## config.mk

```make
export PLATFORM = sky130hd
export DESIGN_NAME = block_pixel_feeder_flat
export DESIGN_NICKNAME = d
export VERILOG_FILES = /design/src/rtl/block_pixel_feeder_pkg.sv /design/src/rtl/block_pixel_feeder_if.sv /design/src/rtl/block_pixel_feeder_quad_addr_gen.sv /design/src/rtl/block_pixel_feeder.sv /design/src/flat_wrapper.sv
export SDC_FILE = /design/constraint.sdc
export NUM_CORES = 1
export LEC_CHECK = 0
export CAP_MARGIN = 20
export CORE_ASPECT_RATIO = 1.75
export CORE_MARGIN = 4
export CORE_UTILIZATION = 45
export DETAILED_ROUTE_END_ITERATION = 10
export GPL_TIMING_DRIVEN = 0
export HOLD_SLACK_MARGIN = 0.06
export PLACE_DENSITY = 0.7
export REMOVE_ABC_BUFFERS = 1
export SYNTH_ARGS = -nofsm -noshare
export SYNTH_HDL_FRONTEND = slang
export SYNTH_SLANG_ARGS = --single-unit
export TNS_END_PERCENT = 20
```

## constraint.sdc

```tcl
create_clock -name clk -period 4.05 [get_ports clk]
set_input_delay 0.405 -clock clk [delete_from_list [all_inputs] [get_ports clk]]
set_output_delay 0.405 -clock clk [all_outputs]
set_load 0.01 [all_outputs]
```

## src/rtl/block_pixel_feeder_pkg.sv

```systemverilog
// Shared geometry, widths and the quadrant address mapping for the pixel feeder.
// Latency: n/a (types and a pure function only).
// Backpressure: n/a.
package block_pixel_feeder_pkg;

    localparam int DATA_W     = 8;
    localparam int IMG_W      = 64;
    localparam int IMG_H      = 64;
    localparam int NUM_PE     = 4;
    localparam int NUM_PASSES = 2;
    localparam int BLOCK_SIZE = IMG_W * IMG_H / 4;
    localparam int ADDR_W     = $clog2(IMG_W * IMG_H);
    localparam int K_W        = $clog2(BLOCK_SIZE);
    localparam int Q_W        = $clog2(NUM_PE);
    localparam int PASS_W     = (NUM_PASSES > 1) ? $clog2(NUM_PASSES) : 1;
    localparam int HX_W       = $clog2(IMG_W / 2);

    typedef logic [ADDR_W-1:0] addr_t;
    typedef logic [K_W-1:0]    k_t;
    typedef logic [Q_W-1:0]    q_t;
    typedef logic [PASS_W-1:0] pass_t;
    typedef logic [DATA_W-1:0] pix_t;

    typedef struct packed {
        logic vld;
        q_t   tag;
        pix_t dat;
    } slot_t;

    // row*IMG_W+col collapses to a bit concatenation because both halves are powers of two
    function automatic addr_t quad_addr(input q_t q, input k_t k);
        return {q[1], k[K_W-1:HX_W], q[0], k[HX_W-1:0]};
    endfunction

endpackage

```

## src/rtl/block_pixel_feeder_if.sv

```systemverilog
// Image-RAM read port and per-PE FIFO write port of the pixel feeder.
// Latency: n/a (wiring only).
// Backpressure: fifo_full per PE, driven by the FIFO side.
interface block_pixel_feeder_if;
    import block_pixel_feeder_pkg::*;

    logic              mem_rd_en;
    addr_t             mem_addr;
    pix_t              mem_rdata;
    logic [NUM_PE-1:0] fifo_wr_en;
    pix_t              fifo_wdata;
    logic [NUM_PE-1:0] fifo_full;

    modport master (
        output mem_rd_en, mem_addr, fifo_wr_en, fifo_wdata,
        input  mem_rdata, fifo_full
    );

    modport slave (
        input  mem_rd_en, mem_addr, fifo_wr_en, fifo_wdata,
        output mem_rdata, fifo_full
    );

endinterface

```

## src/rtl/block_pixel_feeder_quad_addr_gen.sv

```systemverilog
// Pass/k/quadrant counters walking the block-interleaved read order; q fastest, then k, then pass.
// Latency: address is a function of the current counters; advances on the edge after adv_i.
// Backpressure: holds position while adv_i is low; wraps to zero after the last read.
module quad_addr_gen
    import block_pixel_feeder_pkg::*;
(
    input  logic  clk,
    input  logic  reset_n,
    input  logic  adv_i,
    output addr_t addr_o,
    output q_t    q_o,
    output logic  last_o
);

    q_t    q_q, q_d;
    k_t    k_q, k_d;
    pass_t p_q, p_d;
    logic  q_end, k_end, p_end;

    always_comb begin
        q_end = (q_q == q_t'(NUM_PE - 1));
        k_end = (k_q == k_t'(BLOCK_SIZE - 1));
        p_end = (p_q == pass_t'(NUM_PASSES - 1));
        q_d   = q_q;
        k_d   = k_q;
        p_d   = p_q;
        if (adv_i) begin
            q_d = q_end ? '0 : q_q + q_t'(1);
            if (q_end) begin
                k_d = k_end ? '0 : k_q + k_t'(1);
                if (k_end) begin
                    p_d = p_end ? '0 : p_q + pass_t'(1);
                end
            end
        end
    end

    always_ff @(posedge clk) begin
        if (!reset_n) begin
            q_q <= '0;
            k_q <= '0;
            p_q <= '0;
        end else begin
            q_q <= q_d;
            k_q <= k_d;
            p_q <= p_d;
        end
    end

    assign addr_o = quad_addr(q_q, k_q);
    assign q_o    = q_q;
    assign last_o = q_end & k_end & p_end;

endmodule

```

## src/rtl/block_pixel_feeder.sv

```systemverilog
// Streams the four image quadrants, NUM_PASSES times, from image RAM into the per-PE FIFOs.
// Latency: first FIFO write two cycles after the start-accept edge; 1 pixel/cycle when unstalled.
// Backpressure: a full target FIFO stalls the whole stream in order; reads pause until storage frees.
module block_pixel_feeder
    import block_pixel_feeder_pkg::*;
(
    input  logic clk,
    input  logic reset_n,
    input  logic start,
    output logic busy,
    output logic done,
    block_pixel_feeder_if.master bus
);

    typedef enum logic [1:0] {ST_IDLE, ST_RUN, ST_DRAIN} state_t;

    state_t     state_q;
    logic       inflight_q;
    q_t         inflight_tag_q;
    slot_t      hold_q;
    slot_t      skid_q;

    slot_t      ret;
    logic       wr;
    logic       issue;
    logic [1:0] occupancy;
    addr_t      gen_addr;
    q_t         gen_q;
    logic       gen_last;

    quad_addr_gen u_gen (
        .clk     (clk),
        .reset_n (reset_n),
        .adv_i   (issue),
        .addr_o  (gen_addr),
        .q_o     (gen_q),
        .last_o  (gen_last)
    );

    // RAM data lives for one cycle only, so a read goes out only when hold+skid will have a slot for it.
    always_comb begin
        ret.vld   = inflight_q;
        ret.tag   = inflight_tag_q;
        ret.dat   = bus.mem_rdata;
        wr        = hold_q.vld & ~bus.fifo_full[hold_q.tag];
        occupancy = {1'b0, hold_q.vld} + {1'b0, skid_q.vld} + {1'b0, inflight_q} - {1'b0, wr};
        issue     = (state_q == ST_RUN) && (occupancy <= 2'd1);

        bus.fifo_wr_en = '0;
        if (wr) begin
            bus.fifo_wr_en[hold_q.tag] = 1'b1;
        end
        bus.fifo_wdata = hold_q.dat;
        bus.mem_rd_en  = issue;
        bus.mem_addr   = gen_addr;

        busy = (state_q != ST_IDLE);
        done = (state_q == ST_DRAIN) && wr && !skid_q.vld && !inflight_q;
    end

    always_ff @(posedge clk) begin
        if (!reset_n) begin
            state_q        <= ST_IDLE;
            inflight_q     <= 1'b0;
            inflight_tag_q <= '0;
            hold_q         <= '0;
            skid_q         <= '0;
        end else begin
            case (state_q)
                ST_IDLE:  if (start)              state_q <= ST_RUN;
                ST_RUN:   if (issue && gen_last)  state_q <= ST_DRAIN;
                ST_DRAIN: if (done)               state_q <= ST_IDLE;
                default:                          state_q <= ST_IDLE;
            endcase

            inflight_q     <= issue;
            inflight_tag_q <= gen_q;

            if (!hold_q.vld || wr) begin
                if (skid_q.vld) begin
                    hold_q <= skid_q;
                    skid_q <= ret;
                end else if (ret.vld) begin
                    hold_q <= ret;
                end else begin
                    hold_q.vld <= 1'b0;
                end
            end else if (ret.vld) begin
                skid_q <= ret;
            end
        end
    end

endmodule
```

## src/flat_wrapper.sv

```systemverilog
// flat-port wrapper written by rule: the top's interface ports become plain ports
module block_pixel_feeder_flat import block_pixel_feeder_pkg::*;
  (clk, reset_n, start, busy, done, bus_mem_rd_en, bus_mem_addr, bus_fifo_wr_en, bus_fifo_wdata, bus_mem_rdata, bus_fifo_full);
  block_pixel_feeder_if bus_i ();
  input  logic clk;
  input  logic reset_n;
  input  logic start;
  output logic busy;
  output logic done;
  output wire logic [$bits(bus_i.mem_rd_en)-1:0] bus_mem_rd_en;
  output wire logic [$bits(bus_i.mem_addr)-1:0] bus_mem_addr;
  output wire logic [$bits(bus_i.fifo_wr_en)-1:0] bus_fifo_wr_en;
  output wire logic [$bits(bus_i.fifo_wdata)-1:0] bus_fifo_wdata;
  input wire logic [$bits(bus_i.mem_rdata)-1:0] bus_mem_rdata;
  input wire logic [$bits(bus_i.fifo_full)-1:0] bus_fifo_full;
  assign bus_mem_rd_en = bus_i.mem_rd_en;
  assign bus_mem_addr = bus_i.mem_addr;
  assign bus_fifo_wr_en = bus_i.fifo_wr_en;
  assign bus_fifo_wdata = bus_i.fifo_wdata;
  assign bus_i.mem_rdata = bus_mem_rdata;
  assign bus_i.fifo_full = bus_fifo_full;
  block_pixel_feeder u_core (.clk(clk), .reset_n(reset_n), .start(start), .busy(busy), .done(done), .bus(bus_i));
endmodule
```

---- Word level (Yosys, flattened, before mapping) ----
Cells that the tools add are included.
storage, ports and cells
  flip-flop bits (word level) ............. 40
  input bits .............................. 15
  output and inout port bits .............. 27
  word-level logic and storage cells ...... 70
cells by class
  $add $sub $neg .......................... 6
  $lt $le $gt $ge ......................... 3
  equality and inequality tests ........... 8
  multiplexer cells ....................... 18
  bitwise operators ....................... 4
  reduce and logical (&&, ||, !) cells .... 19
operator list
  cell                     count
  $mux W11                 4
  $mux W10                 2
  $add A10 B1 Y10 const B  1
  $eq A10 B10 Y1 const B   1
  $mux W2                  4
  $logic_and A1 B1 Y1      6
  $ne A2 B2 Y1 const B     3
  $pmux W2 S3              1
  $reduce_and A2 Y1        3
  $reduce_and A3 Y1        2
  $reduce_bool A2 Y1       3
  $eq A2 B2 Y1 const B     2
  $mux W1                  4
  $mux W4                  1
  $and A1 B1 Y1            3
  $logic_not A1 Y1         3
  $lt A2 B3 Y1 const B     1
  $add A1 B1 Y2            1
  $add A2 B1 Y2            1
  $add A2 B1 Y2 const B    1
  $bmux W1 S2              1
  $demux W1 S2             1
  $eq A2 B1 Y1 const B     1
  $ge A2 B1 Y1 const B     1
  other kinds (7)          7

---- Depth between registers and ports, before layout ----
  word-level depth ........................ 10
  gate-level depth with buffers ........... 9
  gate-level depth less buffers ........... 9

---- Modules after synthesis ----
Synthesis repeated with hierarchy kept, for this count alone.
second synthesis, totals
  cell total of the unflattened synthesis .. 264
  area total of the unflattened synthesis .. 2284.7 sq um
modules (own cells, without submodules)
  module              instances  cells each  area each (sq um)  sequential area each (sq um)
  block_pixel_feeder  1          192         1642.8             540.5
  quad_addr_gen       1          72          641.9              260.2

---- Worst setup path before layout ----
Ideal clock, no wire load.
  path type ............................... register -> register
  start ................................... reg u_core.hold_q[8] (netlist name)
  end ..................................... reg u_core.u_gen.k_q[0]
  setup time .............................. 0.130 ns
  data arrival time ....................... 2.406 ns
  data required time ...................... 3.920 ns
  setup slack ............................. 1.513 ns
  stages on the path, launching flop included .. 9
  buffers on the path ..................... 0
  clock period less this slack ............ 2.537 ns
  cells stage by stage .................... dfxtp_1 -> mux4_2 -> nand2_1 -> inv_1 -> ha_1 -> a21o_1 -> or3_1 -> o21ai_1 -> nor2_1
on the way
  word-level cells in the longest chain between the ends .. 8
ends and longest elaborated chain
  what                           RTL line                                RTL
  start, declared                block_pixel_feeder.sv:20                slot_t hold_q;
  start signal, assigned         block_pixel_feeder.sv:81                hold_q <= skid_q;
  start signal, assigned         block_pixel_feeder.sv:84                hold_q <= ret;
  $bmux W1 S2                    block_pixel_feeder.sv:45                wr = hold_q.vld & ~bus.fifo_full[hold_q.tag];
  $mux W1 (implied by the code)  block_pixel_feeder.sv:45
  $not A1 Y1                     block_pixel_feeder.sv:45
  $and A1 B1 Y1                  block_pixel_feeder.sv:45
  $sub A2 B1 Y2                  block_pixel_feeder.sv:46                occupancy = {1'b0, hold_q.vld} + {1'b0, skid_q.vld} + {1'b0, inflight_q} - {1'b0, wr};
  $le A2 B1 Y1                   block_pixel_feeder.sv:47                issue = (state_q == ST_RUN) && (occupancy <= 2'd1);
  $logic_and A1 B1 Y1            block_pixel_feeder.sv:47
  $reduce_and A2 Y1 (no line)    --
  end signal, assigned           block_pixel_feeder_quad_addr_gen.sv:45  k_q <= k_d;
  end, declared                  block_pixel_feeder_quad_addr_gen.sv:16  k_t k_q, k_d;
Every way passes these cells. The select of a mux whose other input is x is not followed.
A chain may end at the register's enable or synchronous reset.

---- Worst setup path in the final report ----
  start ................................... in bus_fifo_full[3]
  end ..................................... out bus_mem_rd_en
on the way
  word-level cells in the longest chain between the ends .. 7
ends and longest elaborated chain
  what                           RTL line                  RTL
  start, declared                flat_wrapper.sv:15        input wire logic [$bits(bus_i.fifo_full)-1:0] bus_fifo_full;
  $bmux W1 S2                    block_pixel_feeder.sv:45
  $mux W1 (implied by the code)  block_pixel_feeder.sv:45
  $not A1 Y1                     block_pixel_feeder.sv:45
  $and A1 B1 Y1                  block_pixel_feeder.sv:45
  $sub A2 B1 Y2                  block_pixel_feeder.sv:46
  $le A2 B1 Y1                   block_pixel_feeder.sv:47
  $logic_and A1 B1 Y1            block_pixel_feeder.sv:47
  end, declared                  flat_wrapper.sv:10        output wire logic [$bits(bus_i.mem_rd_en)-1:0] bus_mem_rd_en;
Every way passes these cells. The select of a mux whose other input is x is not followed.

==> summary.txt <==
Pwr
  – Cell Pwr Density: 333 mW/mm^2
  – Leakage power total: 0.762 nW
  – Overall power: 0.000769 W
  – Max VDD drop: 0.285 mV

Global routing
  – Largest net degree at the start of global routing: 32
  – Vias in the first global route: 1540
  – Total congestion overflow: 0
  – Total GRT Usage: 16.5%
  – Initial antenna violation count: 0
  – First-pass GRT wire length: 7000 um

Drt
  – Final WL: 3920 um
  – Initial drt markers: 20
  – Drt wl/cell: 13.5 um
  – Drc violations: 0
  – Drt first pass iters: 4
  – Via density per instance: 5.53
  – Routed vias: 1605
  – Final ANT Viol Nets: 0

CTS
  – Clk sinks: 40
  – CTS Hold Bufs: 0
  – Clk_lat worst skew: 0.29 ns
  – Clk Tree Root Cell: clkbuf_8
  – CTS buffer count: 5
  – Post-CTS setup buffers: 0
  – Resized cells post-CTS: 0
  – CTS tree: yes
  – CTS clock-pin slew for the worst setup and hold paths: 0.07 ns
  – H-Tree Depth: 2
  – Max clock buf depth: 2

Critical path
  – Worst R2R Start: u_core.hold_q[8]
  – Reg2reg setup slack: 1.19 ns
  – CP arrival: 2.93 ns
  – Critical R2R Capture: u_core.u_gen.k_q[4]
  – Crit. End Element: output pin
  – Crit-path max FO: 7
  – CP Launch Type: primary input
  – Worst Reg2Reg Path Length in Cells: 8
  – Critical path type: primary input to output pin
  – Critical Path RT: 3.64 ns

Synth
  – Asr flop ratio synth: 0%
  – Synth cell types: 36
  – Mapped Area: 0.00185 sq mm
  – Post-Syn Area per Cell: 8.75 sq um
  – Primary FF master, synth: dfxtp_1
  – Synth Register Bits: 40
  – Synth warn: 0
  – Seq/Total Area, Yosys: 43.4%
  – EDFF count, synth: 0
  – Post-Synthesis Cells: 211

Layout
  – Storage cell area: 801 sq um
  – Post-route cell area: 0.00231 sq mm
  – Share of layout cells above drive strength 1: 5.79%
  – Filler instances: 352
  – N_diodes: 0
  – Commonest cells after routing, fill and taps aside: 41 x clkdlybuf4s50_1, 40 x dfxtp_1, 21 x a21oi_1, 21 x nor2_1, 17 x nand3_1
  – Nets@finish: 259
  – Area growth from synthesis to layout: 25.3%
  – Most common cell after layout, fill and taps aside: clkdlybuf4s50_1
  – Area of the multi-input gates: 918 sq um

STA
  – Period minus WS final: 3.34 ns
  – Slew headroom: 35.5%
  – Period utilisation layout: 82.4%
  – Number of setup violations in the final report: 0
  – Post-route setup TNS: 0 ns
  – RSZ-0062 raised after global routing: false
  – Setup Skew: 0.00458 ns
  – Pins Over Slew Limit: 0
  – Max frequency: 0.300 GHz
  – Final hold vios: 0
  – Fin Hold WS: 0.468 ns
  – Slew of the pin with the lowest slew margin: 0.966 ns

Hold path
  – Hold Startpoint: u_core.skid_q[4]
  – WHS Endpoint: u_core.skid_q[4]
  – Hold depth: 2
  – Hold Crit Class: flop to flop

Placed design
  – GP Congestion: 0.794
  – # port buffers: 41
  – DP HPWL: 2780 um
  – Post-place instance area: 0.00222 sq mm

Job
  – Max_cap viols: 0

Floorplanning
  – Initial Utilization: 47.3%
  – Rows: 30
  – Die height: 92.7 um
  – Io pins: 42
  – DIE AREA: 0.00523 sq mm
  – Width of the chip: 56.4 um
  – Core area: 0.00390 sq mm

Run status
  – Status: completed
==> power breakdown <==
| group | internal, W | switching, W |
|---|---|---|
| Clock | 0.000136 | 0.000141 |
| Combinational | 0.0000426 | 0.0000342 |
| Sequential | 0.000405 | 0.0000107 |
| Total | 0.000583 | 0.000186 |
==> logic make-up after synthesis <==
group | after synthesis | synth area share (%)
xor gates and xnor gates | 7 | 3.32
and+or+nand+nor | 77 | 22.4
DFF | 40 | 43.4
buffers and inverters | 24 | 6.85
muxes | 11 | 6.64
AOI/OAI and AO/OA | 49 | 15.4
adders and majority gates | 3 | 2.03
==> critical path, stage by stage <==
cell	delay [ns]
clkdlybuf4s50_1	0.42
mux4_2	0.56
nand2_1	0.12
inv_1	0.05
ha_1	0.28
a21oi_1	0.23
nand3b_1	0.19
inv_1	0.11
clkdlybuf4s50_1	0.56
==> metal layers <==
metal / routed length (um) / GRT usage [%]
met5: 0 / 0
met4: 135 / 8.32
met3: 186 / 3.77
met2: 1960 / 27.2
met1: 1640 / 19.9
==> stage by stage <==
stage	utilization [%]	instances	setup WS, ns
floorplan	-	192	1.51
global placement	56.6	281	0.708
detailed placement	56.9	282	0.720
CTS	59.2	290	0.703
global route	59.2	290	0.494
finish	59.2	290	0.711
==> how the worst max path moves through the flow <==
stage,startpoint,slack [ns],endpoint,cells after the start
after detailed placement,bus_fifo_full[3],0.72,bus_mem_rd_en,9
after global placement,bus_fifo_full[3],0.71,bus_mem_rd_en,9
final,bus_fifo_full[3],0.71,bus_mem_rd_en,9
after CTS,bus_fifo_full[3],0.70,bus_mem_rd_en,9
after floorplan,u_core.hold_q[8],1.51,u_core.u_gen.k_q[0],8
after global routing,bus_fifo_full[2],0.49,bus_mem_rd_en,9
==> cell type report <==
class                      count  share of cell area, %
multi-input combinational    147                   39.7
sequential                    40                   34.6
timing repair buffer          42                   18.2
clock buffer                   6                   3.57
tap                           48                   2.60
inverter                       5                  0.812
clock inverter                 2                  0.433
==> cells in the mapped netlist, types with 2 or more instances <==
master    instances  area (sq um)
nand2_1          11          41.3
or4_1             3          22.5
dfxtp_1          40           801
a21oi_1          21           105
nor2_1           21          78.8
a211oi_1         10          75.1
nor3_1            3          15.0
buf_4             9          67.6
mux2i_1          10           100
nand3b_1          3          22.5
buf_2             2          10.0
nor4b_1           2          17.5
nor4_1            3          18.8
clkbuf_1          8          30.0
and2_1            2          12.5
ha_1              3          37.5
o21ai_0          12          60.1
o31ai_1           2          15.0
xnor2_1           6          52.6
or3_1             3          18.8
inv_1             5          18.8
nand3_1          17          85.1
a21o_1            2          15.0
==> state kept, by name, indices dropped and copies added, names as in the netlist <==
register and count:
u_core.u_gen.k_q 10, u_core.u_gen.q_o 2, u_core.u_gen.p_end 1, u_core.hold_q 3, u_core.inflight_q 1, u_core.skid_q 11
u_core.state_q 2, u_core.inflight_tag_q 2, u_core.bus.fifo_wdata 8
Note: power is estimated with default switching activity, not from simulation.
